[config.mk]
export PLATFORM = sky130hd
export DESIGN_NAME = score_bcd_display
export DESIGN_NICKNAME = d
export VERILOG_FILES = /design/src/rtl/score_bcd_display.sv
export SDC_FILE = /design/constraint.sdc
export NUM_CORES = 1
export LEC_CHECK = 0
export CORE_ASPECT_RATIO = 0.8
export CORE_MARGIN = 2
export CORE_UTILIZATION = 54
export CTS_BUF_LIST = sky130_fd_sc_hd__clkbuf_8 sky130_fd_sc_hd__clkbuf_16
export DETAILED_ROUTE_END_ITERATION = 7
export GPL_ROUTABILITY_DRIVEN = 0
export GPL_TIMING_DRIVEN = 0
export PLACE_DENSITY_LB_ADDON = 0.15
export REMOVE_ABC_BUFFERS = 1
export SLEW_MARGIN = 5
export SYNTH_ARGS = -nofsm -noshare
export SYNTH_HDL_FRONTEND = slang
export SYNTH_SLANG_ARGS = --single-unit
export TNS_END_PERCENT = 100
[constraint.sdc]
create_clock -name CLK -period 2.29 [get_ports CLK]
set_input_delay 0.3435 -clock CLK [delete_from_list [all_inputs] [get_ports CLK]]
set_output_delay 0.3435 -clock CLK [all_outputs]
set_load 0.02 [all_outputs]
[src/rtl/score_bcd_display.sv]
// score_bcd_display: edge-triggered N-digit BCD score counter that time-multiplexes onto a
// common-anode 4-digit seven-segment display. Define SCORE_BLANK_LEADING_ZERO_EN to blank leading zeros.
`timescale 1ns/1ps
module score_bcd_display #(
   parameter int NUM_DIGITS = 4,
   parameter int SCAN_DIV   = 100000,
   parameter int MAX_SCORE  = 9999,
   parameter int WRAP       = 1
) (
   input  logic                    CLK,
   input  logic                    RESET,
   input  logic                    REACHED_TARGET,
   input  logic                    SCORE_CLR,
   output logic [3:0]              SEG_SELECT,
   output logic [7:0]              DEC_OUT,
   output logic [4*NUM_DIGITS-1:0] Score,
   output logic                    ROLLOVER,
   output logic                    SATURATED
);

   localparam int SW    = 4 * NUM_DIGITS;
   localparam int CNT_W = (SCAN_DIV > 1) ? $clog2(SCAN_DIV) : 1;

   function automatic logic [SW-1:0] to_bcd(input int v);
      logic [SW-1:0] r;
      int            rem;
      r   = '0;
      rem = v;
      for (int unsigned i = 0; i < NUM_DIGITS; i++) begin
         r[4*i +: 4] = 4'(rem % 10);
         rem         = rem / 10;
      end
      return r;
   endfunction

   localparam logic [SW-1:0] MAX_BCD = to_bcd(MAX_SCORE);

   logic              prev_rt;
   logic              inc;
   logic [SW-1:0]     score_inc;
   logic              carry;
   logic [CNT_W-1:0]  scan_cnt;
   logic [1:0]        digit_idx;
   logic [15:0]       score_pad;
   logic [3:0]        nibble;
   logic              show_blank;

   assign inc = REACHED_TARGET & ~prev_rt;

   // Ripple BCD increment: a 9 rolls to 0 and passes the carry upward.
   always_comb begin
      score_inc = Score;
      carry     = 1'b1;
      for (int unsigned i = 0; i < NUM_DIGITS; i++) begin
         if (carry) begin
            if (Score[4*i +: 4] >= 4'd9) begin
               score_inc[4*i +: 4] = 4'd0;
            end else begin
               score_inc[4*i +: 4] = Score[4*i +: 4] + 4'd1;
               carry               = 1'b0;
            end
         end
      end
   end

   always_ff @(posedge CLK or posedge RESET) begin
      if (RESET) begin
         prev_rt  <= 1'b0;
         Score    <= '0;
         ROLLOVER <= 1'b0;
      end else begin
         prev_rt  <= REACHED_TARGET;
         ROLLOVER <= 1'b0;
         if (SCORE_CLR) begin
            Score <= '0;
         end else if (inc) begin
            if (Score == MAX_BCD) begin
               if (WRAP != 0) begin
                  Score    <= '0;
                  ROLLOVER <= 1'b1;
               end
            end else begin
               Score <= score_inc;
            end
         end
      end
   end

   always_comb begin
      SATURATED = (WRAP == 0) && (Score == MAX_BCD);
   end

   always_ff @(posedge CLK or posedge RESET) begin
      if (RESET) begin
         scan_cnt  <= '0;
         digit_idx <= '0;
      end else if (scan_cnt == CNT_W'(SCAN_DIV - 1)) begin
         scan_cnt  <= '0;
         digit_idx <= (digit_idx == 2'(NUM_DIGITS - 1)) ? 2'd0 : digit_idx + 2'd1;
      end else begin
         scan_cnt <= scan_cnt + CNT_W'(1);
      end
   end

   always_comb begin
      score_pad         = '0;
      score_pad[SW-1:0] = Score;
      nibble            = score_pad[{digit_idx, 2'b00} +: 4];
   end

`ifdef SCORE_BLANK_LEADING_ZERO_EN
   logic [3:0] lead_blank;
   logic       zero_above;

   // A digit blanks when it and every digit above it are zero; digit 0 never blanks.
   always_comb begin
      lead_blank = '0;
      zero_above = 1'b1;
      for (int unsigned i = 0; i < 3; i++) begin
         zero_above           = zero_above & (score_pad[4*(3-i) +: 4] == 4'd0);
         lead_blank[3-i]      = zero_above;
      end
      show_blank = lead_blank[digit_idx];
   end
`else
   always_comb begin
      show_blank = 1'b0;
   end
`endif

   always_comb begin
      SEG_SELECT            = '1;
      SEG_SELECT[digit_idx] = 1'b0;
      case (nibble)
         4'd0:    DEC_OUT = 8'hC0;
         4'd1:    DEC_OUT = 8'hF9;
         4'd2:    DEC_OUT = 8'hA4;
         4'd3:    DEC_OUT = 8'hB0;
         4'd4:    DEC_OUT = 8'h99;
         4'd5:    DEC_OUT = 8'h92;
         4'd6:    DEC_OUT = 8'h82;
         4'd7:    DEC_OUT = 8'hF8;
         4'd8:    DEC_OUT = 8'h80;
         4'd9:    DEC_OUT = 8'h90;
         default: DEC_OUT = 8'hFF;
      endcase
      if (show_blank) DEC_OUT = 8'hFF;
   end

endmodule

==> flow_summary.toml <==
[routing]
routedWlPerCell_microns = 14.8
wl_met2_microns = 2400
viasPerCell = 5.30
drt_iter0_markers = 128
top_layer_used = "met4"
vias = 1796
dr.pass1.iters = 4
postRouteAntennaNets = 0
drc = 0
wl_met1_microns = 2410
routed_wl_microns = 5010
met3_length_microns = 167

[die]
core-area_sq_um = 4150
die_area_sq_um = 4820
start_util = 0.557
boundaryPins = 34
num_rows = 21
die_y_microns = 62.5
die_w_microns = 77.1

[final_layout]
finalNonFillerCells = 339
nets = 308
drive_gt1_frac = 0.245
area_growth_pct = 28.2
postLayoutCellArea_sq_um = 2960
diodes = 0

[power]
power_switching_share = 0.308
p_comb_frac = 0.281
power.internal_mw = 1.14
p_seq_frac = 0.443
p_total_mw = 1.65
power.leakage_nw = 1.34
powerDensity_nw_per_um2 = 555
ir_drop_mv = 0.376
switchingPower_mw = 0.507
pwr-share-clk = 0.276

[place]
io_buffers = 31
dpl.cell_count = 314
post-place-ws_ns = -0.499
place_area_sq_um = 2640
hpwlAfterDp_microns = 3280

[worst_setup_path]
worstSetupStartpointType = "register"
critical_path.slowest_cell = "dfrtp_2"
cp_top_family = "simple AND/OR/NAND/NOR gates"
worstSetupPathType = "register to output port"
cp.depth = 7
crit_path_end_kind = "output port"
worstPathMaxFanout = 8
worst-endpoint-arrival_ns = 1.98
worst-path-buf-inv = 2
max_stage_delay_ns = 0.43
worstRegToRegCells = 8
required_ns = 1.95
path_cells = "buf_4 -> mux2i_1 -> mux2_4 -> or2_2 -> nor2_2 -> a21oi_1 -> buf_2"

[cts]
cts_buffer_depth = 2
cts_root_buf = "clkbuf_8"
insertion_delay_ns = 0.28
ctsHoldBuffers = 0
htree_levels = 2
cts_inserted_buffers = 5
clock_sinks = 37
cts_tree = "done"
clk_pin_slew_ns = 0.07

[sta]
timing.slew.headroom = 0.480
hold_viol = 0
tightest_slew_ns = 0.779
rsz0062_at_grt = "yes"
setup_viol = 4
worst_slack_ns = -0.0316
fin_crit_sh = 1.01
slew_viol_final = 0
min_period_ns = 2.32
fmax_mhz = 431
clock_skew_ns = 0.00573

[global_route]
grt_usage = 0.218
grt_first_pass_wirelength_microns = 8360
antenna_found_initial = 0
gr-total-overflow = 0
grt_pass1_vias = 1736
grt_max_degree = 38

[logic_synthesis]
synthFlopType = "dfrtp_1"
synth.top_cell.area_share = 0.401
synth.most_common_cell = "dfrtp_1"
ys_top_cells_by_area = "dfrtp_1 40%, ha_1 12%, nor2_1 3.9%, xnor2_1 3.8%, inv_1 3.7%"
ys_seq_area_frac = 0.401
synth_common_cells = "37 x dfrtp_1, 24 x nor2_1, 23 x inv_1"
ys_warn_count = 0
synth_area_leader_cell = "dfrtp_1"
synth_cell_types = 46
syn_area_sq_um = 2310
synth-edff-count = 0
syn_avg_cell_area_sq_um = 9.88
synth-seq-cells = 37
syn-instance-count = 234
async_reset_ff_frac = 1.00

[min_path]
hold-path-cell-count = 1
hold_path.class = "register to register"

[job]
max_cap_violations = 0

[run_status]
outcome = "finished with violations"
violations = "negative setup slack"
placed cells by master, fill, tap and decap left out, types with 5 or more instances in the layout:
cell / Yosys / layout
clkdlybuf4s50_1: 0 / 24
dfrtp_1: 37 / 29
inv_1: 23 / 21
dfrtp_2: 0 / 8
nor3_1: 5 / 5
o21ai_0: 12 / 9
nor2b_1: 5 / 5
ha_1: 22 / 18
nand3_1: 9 / 9
nand2_1: 14 / 12
nand4_1: 8 / 8
clkbuf_8: 0 / 6
xnor2_1: 10 / 10
buf_6: 1 / 6
buf_4: 4 / 18
xor2_1: 9 / 9
nor2_1: 24 / 20
final cells by class:
class | instances | area, sq um
Clock buffer | 6 | 82.6
Clock inverter | 1 | 3.75
Fill cell | 338 | 1190
Inverter | 23 | 91.3
Multi-Input combinational cell | 166 | 1330
Sequential cell | 37 | 936
Tap cell | 57 | 71.3
Timing Repair Buffer | 49 | 448
worst paths after layout:
path	startpoint	to	slack (ns)
setup / recovery	digit_idx[1]	DEC_OUT[6]	-0.03
setup reg to reg	Score[1]	Score[15]	0.24
max in group asynchronous	RESET	digit_idx[1]	1.22
hold reg to reg	scan_cnt[4]	scan_cnt[4]	0.48
hold / removal	scan_cnt[4]	scan_cnt[4]	0.48
min in group asynchronous	RESET	Score[12]	0.53
power groups by stage:
stage	logic (mW)	registers (mW)	clock network [mW]
global placement	0.359	0.754	0
CTS	0.416	0.728	0.462
floorplan	0.195	0.772	0
global route	0.505	0.734	0.497
finish	0.462	0.729	0.454
detailed placement	0.366	0.755	0
through the flow:
step,hold WS [ns],TNS [ns],utilization
2_1_floorplan,0.375,0,-
3_3_place_gp,0.466,-2.53,0.635
3_5_place_dp,0.471,-2.76,0.635
4_1_cts,0.485,-0.0200,0.687
5_1_grt,0.506,-0.552,0.714
6_report,0.483,-0.0892,0.714
metal layers:
| layer | GRT usage | vias up |
|---|---|---|
| li1 | - | 891 |
| met1 | 0.317 | 871 |
| met2 | 0.342 | 30 |
| met3 | 0.0419 | 4 |
| met4 | 0.0469 | 0 |
| met5 | 0 | - |
cell families (layout without fill, tap and decap cells):
kind of cell,after synthesis,count (layout),share of synthesized area
buf+inv,31,79,0.0612
flops,37,37,0.401
xor+xnor,19,19,0.0720
other cells,2,2,0.00325
simple gates,82,82,0.193
mux,9,9,0.0568
fa+ha+maj,22,22,0.119
compound gates,32,32,0.0937
registers in the layout, summed over array words and instances, names as in the netlist:
register,cells
ROLLOVER,1
Score,16
digit_idx,2
prev_rt,1
scan_cnt,17
timing repair:
item,in CTS,in global routing
gates resized for setup,49,27
pin swaps,0,3
setup buffers,16,2
setup endpoints to repair,7,7
Power figures use the tool's default switching activity.
